==> src/rtl/mon_fifo_ctl_if.sv <==
`default_nettype none
// +----------------------------------------------------------------------+
// | mon_fifo_ctl_if : push/pop handshake and block-RAM port bundle        |
// | Revision 1.0                                                          |
// +----------------------------------------------------------------------+
interface mon_fifo_ctl_if #(
  parameter int AW = 11,
  parameter int DW = 18
);
  logic          clr;
  logic          wr_en;
  logic [DW-1:0] wr_data;
  logic          full;
  logic          afull;
  logic          overflow;
  logic          rd_valid;
  logic          rd_ready;
  logic [DW-1:0] rd_data;
  logic [AW:0]   count;
  logic          ram_ce;
  logic          ram_we;
  logic [AW-1:0] ram_addr;
  logic [DW-1:0] ram_di;
  logic [DW-1:0] ram_do;

  modport slave (
    input  clr, wr_en, wr_data, rd_ready, ram_do,
    output full, afull, overflow, rd_valid, rd_data, count,
           ram_ce, ram_we, ram_addr, ram_di
  );

  modport master (
    output clr, wr_en, wr_data, rd_ready, ram_do,
    input  full, afull, overflow, rd_valid, rd_data, count,
           ram_ce, ram_we, ram_addr, ram_di
  );
endinterface
`default_nettype wire

==> src/rtl/mon_fifo_ctl.sv <==
`default_nettype none
// +----------------------------------------------------------------------+
// | mon_fifo_ctl : single-port-RAM FIFO controller, writes win the port   |
// | Revision 1.0                                                          |
// +----------------------------------------------------------------------+
module mon_fifo_ctl #(
  parameter int AW       = 11,
  parameter int DW       = 18,
  parameter int AFULL_TH = 1792
) (
  input  logic           clk,
  input  logic           rst,
  mon_fifo_ctl_if.slave  bus
);
  localparam int          DEPTH   = 2 ** AW;
  localparam logic [AW:0] C_DEPTH = (AW+1)'(DEPTH);
  localparam logic [AW:0] C_AFULL = (AW+1)'(AFULL_TH);

  logic [AW:0]   wr_ptr_q, wr_ptr_d, rd_ptr_q, rd_ptr_d, count_q, count_d;
  logic [DW-1:0] whb_q, whb_d, ob0_q, ob0_d, ob1_q, ob1_d;
  logic          whb_v_q, whb_v_d, inflight_q, inflight_d;
  logic          full_q, full_d, afull_q, afull_d, ovf_q, ovf_d;
  logic [1:0]    ob_cnt_q, ob_cnt_d;

  logic          push, pop, rd_issue;
  logic [AW:0]   ram_words;
  logic [2:0]    occ_after;

  always_comb begin
    push      = bus.wr_en & ~full_q;
    pop       = (ob_cnt_q != 2'd0) & bus.rd_ready;
    ram_words = wr_ptr_q - rd_ptr_q;
    // queue occupancy once this cycle's return and pop have settled
    occ_after = {1'b0, ob_cnt_q} + {2'b00, inflight_q} - {2'b00, pop};
    rd_issue  = ~whb_v_q & (ram_words != '0) & (occ_after < 3'd2);
  end

  always_comb begin
    wr_ptr_d   = wr_ptr_q;
    rd_ptr_d   = rd_ptr_q;
    count_d    = count_q;
    whb_d      = whb_q;
    whb_v_d    = whb_v_q;
    inflight_d = inflight_q;
    ob0_d      = ob0_q;
    ob1_d      = ob1_q;
    ob_cnt_d   = ob_cnt_q;
    full_d     = full_q;
    afull_d    = afull_q;
    ovf_d      = ovf_q | (bus.wr_en & full_q);

    whb_d   = push ? bus.wr_data : whb_q;
    whb_v_d = push;
    if (whb_v_q)  wr_ptr_d = wr_ptr_q + 1'b1;
    if (rd_issue) rd_ptr_d = rd_ptr_q + 1'b1;
    inflight_d = rd_issue;

    ob_cnt_d = occ_after[1:0];
    unique case ({inflight_q, pop})
      2'b10: begin
        if (ob_cnt_q == 2'd0) ob0_d = bus.ram_do;
        else                  ob1_d = bus.ram_do;
      end
      2'b01: ob0_d = ob1_q;
      2'b11: begin
        if (ob_cnt_q == 2'd1) begin
          ob0_d = bus.ram_do;
        end else begin
          ob0_d = ob1_q;
          ob1_d = bus.ram_do;
        end
      end
      default: ;
    endcase

    count_d = count_q + {{AW{1'b0}}, push} - {{AW{1'b0}}, pop};
    full_d  = (count_d >= C_DEPTH);
    afull_d = (count_d >= C_AFULL);

    // flush keeps the sticky overflow so the loss stays visible
    if (bus.clr) begin
      wr_ptr_d   = '0;
      rd_ptr_d   = '0;
      count_d    = '0;
      whb_d      = whb_q;
      whb_v_d    = 1'b0;
      inflight_d = 1'b0;
      ob0_d      = '0;
      ob1_d      = '0;
      ob_cnt_d   = 2'd0;
      full_d     = 1'b0;
      afull_d    = 1'b0;
      ovf_d      = ovf_q;
    end
  end

  always_ff @(posedge clk) begin
    if (rst) begin
      wr_ptr_q   <= '0;
      rd_ptr_q   <= '0;
      count_q    <= '0;
      whb_q      <= '0;
      whb_v_q    <= 1'b0;
      inflight_q <= 1'b0;
      ob0_q      <= '0;
      ob1_q      <= '0;
      ob_cnt_q   <= 2'd0;
      full_q     <= 1'b0;
      afull_q    <= 1'b0;
      ovf_q      <= 1'b0;
    end else begin
      wr_ptr_q   <= wr_ptr_d;
      rd_ptr_q   <= rd_ptr_d;
      count_q    <= count_d;
      whb_q      <= whb_d;
      whb_v_q    <= whb_v_d;
      inflight_q <= inflight_d;
      ob0_q      <= ob0_d;
      ob1_q      <= ob1_d;
      ob_cnt_q   <= ob_cnt_d;
      full_q     <= full_d;
      afull_q    <= afull_d;
      ovf_q      <= ovf_d;
    end
  end

  assign bus.full     = full_q;
  assign bus.afull    = afull_q;
  assign bus.overflow = ovf_q;
  assign bus.rd_valid = (ob_cnt_q != 2'd0);
  assign bus.rd_data  = ob0_q;
  assign bus.count    = count_q;
  assign bus.ram_ce   = whb_v_q | rd_issue;
  assign bus.ram_we   = whb_v_q;
  assign bus.ram_addr = whb_v_q  ? wr_ptr_q[AW-1:0] :
                        rd_issue ? rd_ptr_q[AW-1:0] : '0;
  assign bus.ram_di   = whb_v_q ? whb_q : '0;
endmodule
`default_nettype wire

==> src/flat_wrapper.sv <==
// flat-port wrapper written by rule: the top's interface ports become plain ports
module mon_fifo_ctl_flat 
#(
  parameter int AW       = 11,
  parameter int DW       = 18,
  parameter int AFULL_TH = 1792
)
  (clk, rst, bus_clr, bus_wr_en, bus_wr_data, bus_rd_ready, bus_ram_do, bus_full, bus_afull, bus_overflow, bus_rd_valid, bus_rd_data, bus_count, bus_ram_ce, bus_ram_we, bus_ram_addr, bus_ram_di);
  mon_fifo_ctl_if #(.AW(AW), .DW(DW)) bus_i ();
  input  logic clk;
  input  logic rst;
  input wire logic [$bits(bus_i.clr)-1:0] bus_clr;
  input wire logic [$bits(bus_i.wr_en)-1:0] bus_wr_en;
  input wire logic [$bits(bus_i.wr_data)-1:0] bus_wr_data;
  input wire logic [$bits(bus_i.rd_ready)-1:0] bus_rd_ready;
  input wire logic [$bits(bus_i.ram_do)-1:0] bus_ram_do;
  output wire logic [$bits(bus_i.full)-1:0] bus_full;
  output wire logic [$bits(bus_i.afull)-1:0] bus_afull;
  output wire logic [$bits(bus_i.overflow)-1:0] bus_overflow;
  output wire logic [$bits(bus_i.rd_valid)-1:0] bus_rd_valid;
  output wire logic [$bits(bus_i.rd_data)-1:0] bus_rd_data;
  output wire logic [$bits(bus_i.count)-1:0] bus_count;
  output wire logic [$bits(bus_i.ram_ce)-1:0] bus_ram_ce;
  output wire logic [$bits(bus_i.ram_we)-1:0] bus_ram_we;
  output wire logic [$bits(bus_i.ram_addr)-1:0] bus_ram_addr;
  output wire logic [$bits(bus_i.ram_di)-1:0] bus_ram_di;
  assign bus_i.clr = bus_clr;
  assign bus_i.wr_en = bus_wr_en;
  assign bus_i.wr_data = bus_wr_data;
  assign bus_i.rd_ready = bus_rd_ready;
  assign bus_i.ram_do = bus_ram_do;
  assign bus_full = bus_i.full;
  assign bus_afull = bus_i.afull;
  assign bus_overflow = bus_i.overflow;
  assign bus_rd_valid = bus_i.rd_valid;
  assign bus_rd_data = bus_i.rd_data;
  assign bus_count = bus_i.count;
  assign bus_ram_ce = bus_i.ram_ce;
  assign bus_ram_we = bus_i.ram_we;
  assign bus_ram_addr = bus_i.ram_addr;
  assign bus_ram_di = bus_i.ram_di;
  mon_fifo_ctl #(.AW(AW), .DW(DW), .AFULL_TH(AFULL_TH)) u_core (.clk(clk), .rst(rst), .bus(bus_i));
endmodule
==> config.mk <==
export PLATFORM = sky130hd
export DESIGN_NAME = mon_fifo_ctl_flat
export DESIGN_NICKNAME = d
export VERILOG_FILES = /design/src/rtl/mon_fifo_ctl_if.sv /design/src/rtl/mon_fifo_ctl.sv /design/src/flat_wrapper.sv
export SDC_FILE = /design/constraint.sdc
export NUM_CORES = 1
export LEC_CHECK = 0
export CAP_MARGIN = 5
export CORE_MARGIN = 1.5
export CORE_UTILIZATION = 50
export CTS_BUF_LIST = sky130_fd_sc_hd__clkbuf_16
export DETAILED_ROUTE_END_ITERATION = 12
export PLACE_DENSITY = 0.78
export SLEW_MARGIN = 20
export SYNTH_ARGS = -nofsm -noshare
export SYNTH_HDL_FRONTEND = slang
export SYNTH_SLANG_ARGS = --single-unit
==> constraint.sdc <==
create_clock -name clk -period 5.4 [get_ports clk]
set_clock_uncertainty 0.1 [all_clocks]
set_input_delay 1.62 -clock clk [delete_from_list [all_inputs] [get_ports clk]]
set_output_delay 1.62 -clock clk [all_outputs]
set_load 0.05 [all_outputs]
==> results.py <==
metrics = {
    "logic_synthesis": {
        "avgSynthCellArea_sq_um": 8.140,
        "synth_top_area_share_pct": 35.82,
        "synthAdderAreaFrac_pct": 6.739,
        "synth_edf_count": 0,
        "yosysWarningCount": 0,
        "synth_top_cell_by_area": "dfxtp_1",
        "ys_seq_elements": 97,
        "synth.area.top_cells": "dfxtp_1 (36%), mux2i_1 (7.9%), nand2_1 (6.2%)",
        "synth_compound_area_share_pct": 15.37,
        "netlist_area_sq_um": 5421,
        "synth_mux_area_share_pct": 8.216,
        "syn-instance-count": 666,
        "yosysSeqAreaShare_pct": 35.82,
        "synth-simple-area-share_pct": 24.62,
        "synth_xor_area_share_pct": 4.039,
        "synth_top_family_by_area": "simple AND/OR/NAND/NOR gates",
        "ys_async_sr_fraction_pct": 0,
        "syn-num-nets": 735,
        "synthFlopType": "dfxtp_1",
        "synth.distinct_cells": 61,
    },
    "sta": {
        "layout_setup_ws_ns": 0.04808,
        "finalMaxSlewViolations": 0,
        "hold_viol_final": 0,
        "worst_pin_slew_ns": 0.8427,
        "max_slew_margin_pct": 43.61,
        "fmax_ghz": 0.1868,
        "fin_crit_ns": 5.352,
        "tns_ns": 0,
        "rsz0062_at_grt": "true",
        "setup_violations": 0,
        "timing.final.crit_share_pct": 99.11,
    },
    "clocking": {
        "cts_buffer_depth": 2,
        "post_cts_buffers": 0,
        "cts-root-buf": "clkbuf_16",
        "cts_sinks": 97,
        "clk_pin_slew_ns": 0.06,
        "cts_htree_levels": 3,
        "cts_tree": "done",
        "clk_latency_ns": 0.35,
        "cts-buffers-inserted": 9,
    },
    "job": {
        "cap_violations": 0,
    },
    "global_routing": {
        "antenna_found_initial": 0,
        "overflow": 0,
        "grt_max_degree": 48,
        "track_usage_pct": 25.21,
        "grt_pass1_vias": 4881,
        "grt_first_pass_wirelength_um": 23040,
    },
    "setup_path": {
        "critPathArrivalTime_ns": 3.63,
        "crit_type": "in2out",
        "cp_top_family": "adder cells",
        "critical_path.max_fanout": 3,
        "worst_setup_path_end_kind": "primary output",
        "cp_data_required_time_ns": 3.68,
        "crit_buf_inv": 3,
        "critPathLaunchType": "input pin",
        "crit_path_top_delay_cell": "fa_2",
        "crit_chain": "buf_6 > nand2_2 > xnor2_1 > ha_2 > inv_2 > fa_2 > nand2_2 > or2_4 > or2_4 > o21ai_4 > buf_12",
        "critPathMaxStageDelay_ns": 0.54,
    },
    "finish": {
        "antennaDiodeCount": 0,
        "stdcell_count": 901,
        "drive_gt1_share_pct": 10.07,
        "nets": 831,
        "final_area_sq_um": 7084,
        "fill_cells": 854,
        "final_common_cell": "dfxtp_1",
        "layout_common_cells": "dfxtp_1 (97), clkdlybuf4s50_1 (92), nand2_1 (88)",
        "area_growth_pct": 30.67,
    },
    "placed_design": {
        "dpl.hpwl_um": 10370,
        "numPortBuffers": 105,
        "preCtsSetupSlack_ns": -0.4971,
        "dp_cells": 886,
        "place_area_sq_um": 6755,
        "gp_congestion": 0.8511,
    },
    "power": {
        "power_density_nw_per_um2": 402.8,
        "p_sw_share_pct": 40.44,
        "pwr-share-comb_pct": 50.4,
        "ir_worst_vdd_mv": 0.2812,
        "power.internal_mw": 1.700,
        "p_clk_share_pct": 20.4,
        "p_leak_nw": 3.038,
        "switching_power_mw": 1.154,
        "seqPwrFrac_pct": 29.2,
    },
    "routing": {
        "routedWlPerCell_um": 15.68,
        "vias": 5001,
        "drtPass1Iterations": 5,
        "drtAntennaViolNets": 0,
        "routed_via_density": 5.550,
        "drc_errors": 0,
        "drt-total-wl_um": 14130,
        "drt_iter0_drc": 278,
    },
    "floorplan": {
        "die_height_um": 107.1,
        "die_area_sq_um": 11480,
        "initial_utilization_pct": 52.05,
        "core_sq_um": 10420,
        "rows": 37,
        "die_x_um": 107.1,
        "io_pins": 106,
    },
    "hold_path": {
        "hold_path_class": "reg2reg",
    },
    "outcome": {
        "status": "finished, final reports clean",
    },
}
-- tightest hold or removal path, delay by kind of cell (launching register included) --
family | cells | cell delay (ns)
flip-flops | 1 | 0.30
AND/OR/NAND/NOR | 1 | 0.05
AO/OA/AOI/OAI | 1 | 0.05
-- registers in the layout, indices dropped and copies added (netlist names) --
name                 cells
u_core.ob_cnt_q          2
u_core.inflight_q        1
u_core.rd_ptr_q         12
u_core.bus.count        12
u_core.ob1_q            18
u_core.bus.afull         1
u_core.wr_ptr_q         12
u_core.bus.overflow      1
u_core.bus.ram_we        1
u_core.bus.rd_data      18
u_core.bus.full          1
u_core.whb_q            18
-- final timing paths --
check | start | endpoint | cells after the start | slack, ns
worst max-delay path | bus_rd_ready | bus_ram_addr[2] | 11 | 0.05
worst min register to register | u_core.whb_q[3] | u_core.whb_q[3] | 2 | 0.35
worst max register to register | u_core.ob_cnt_q[1] | u_core.bus.afull | 15 | 1.90
worst min-delay path | u_core.whb_q[3] | u_core.whb_q[3] | 2 | 0.35
-- power by group through the flow --
| stage | logic (mW) | clock network, mW | registers (mW) |
|---|---|---|---|
| floorplan | 0.818 | 0 | 0.990 |
| global placement | 1.33 | 0 | 0.843 |
| detailed placement | 1.36 | 0 | 0.847 |
| CTS | 1.43 | 0.587 | 0.832 |
| global route | 1.54 | 0.615 | 0.838 |
| finish | 1.44 | 0.582 | 0.833 |
-- layout make-up --
| class | count | area, sq um | share of cell area [%] |
|---|---|---|---|
| Inverter | 36 | 135.1 | 1.907 |
| Clock inverter | 5 | 33.78 | 0.4769 |
| Multi-Input combinational cell | 499 | 3296 | 46.52 |
| Clock buffer | 9 | 225.2 | 3.179 |
| Tap cell | 136 | 170.2 | 2.402 |
| Timing Repair Buffer | 119 | 1282 | 18.10 |
| Sequential cell | 97 | 1942 | 27.41 |
-- cells in the mapped netlist (2+ instances only) --
master / count
a211oi_1: 18
a211oi_2: 2
a21o_1: 12
a21oi_1: 37
a31o_1: 3
a31oi_1: 2
and2_1: 22
and3_1: 9
and3b_1: 3
buf_1: 6
buf_2: 6
clkbuf_1: 20
dfxtp_1: 97
fa_1: 2
ha_1: 26
inv_1: 36
mux2i_1: 43
nand2_1: 90
nand2b_1: 7
nand3_1: 20
nand4_1: 5
nor2_1: 79
nor2b_1: 8
nor3_1: 12
nor4_1: 5
o2111ai_1: 4
o211a_1: 3
o211ai_1: 2
o21a_1: 5
o21ai_0: 9
o21ai_1: 12
o31a_1: 2
or2_1: 2
or2_2: 4
or3_1: 4
xnor2_1: 11
xor2_1: 14
-- cells by family (layout without fill, tap and decap cells) --
logic type / Yosys count / count (layout)
fa+ha+maj: 28 / 28
simple gates: 279 / 279
xor+xnor: 25 / 25
flops: 97 / 97
mux: 44 / 44
compound gates: 123 / 123
buf+inv: 70 / 169
-- per-stage QoR --
stage	power (mW)	util, %	hold WS, ns
2_1_floorplan	1.808	-	0.3317
3_3_place_gp	2.170	64.85	0.3382
3_5_place_dp	2.206	64.85	0.3454
4_1_cts	2.853	67.94	0.3543
5_1_grt	2.997	68.01	0.3755
6_report	2.853	68.01	0.3517
-- routing by layer --
layer  GRT usage, %  vias to the layer above  routed length [um]
met2          43.22                      123                7105
met3          5.228                       28                 751
li1               -                     2486                   -
met4          10.86                        0                 374
met1          30.38                     2364                5895
met5              0                        -                   0
-- timing repair --
action | 4_1_cts | 5_1_grt
endpoints found under the hold margin | 0 | 0
pin swaps | 9 | 4
cloned | 1 | 0
endpoints found under the setup margin | 12 | 6
hold buffers | 0 | 0
gates resized for setup | 20 | 1
Power figures use the tool's default switching activity.
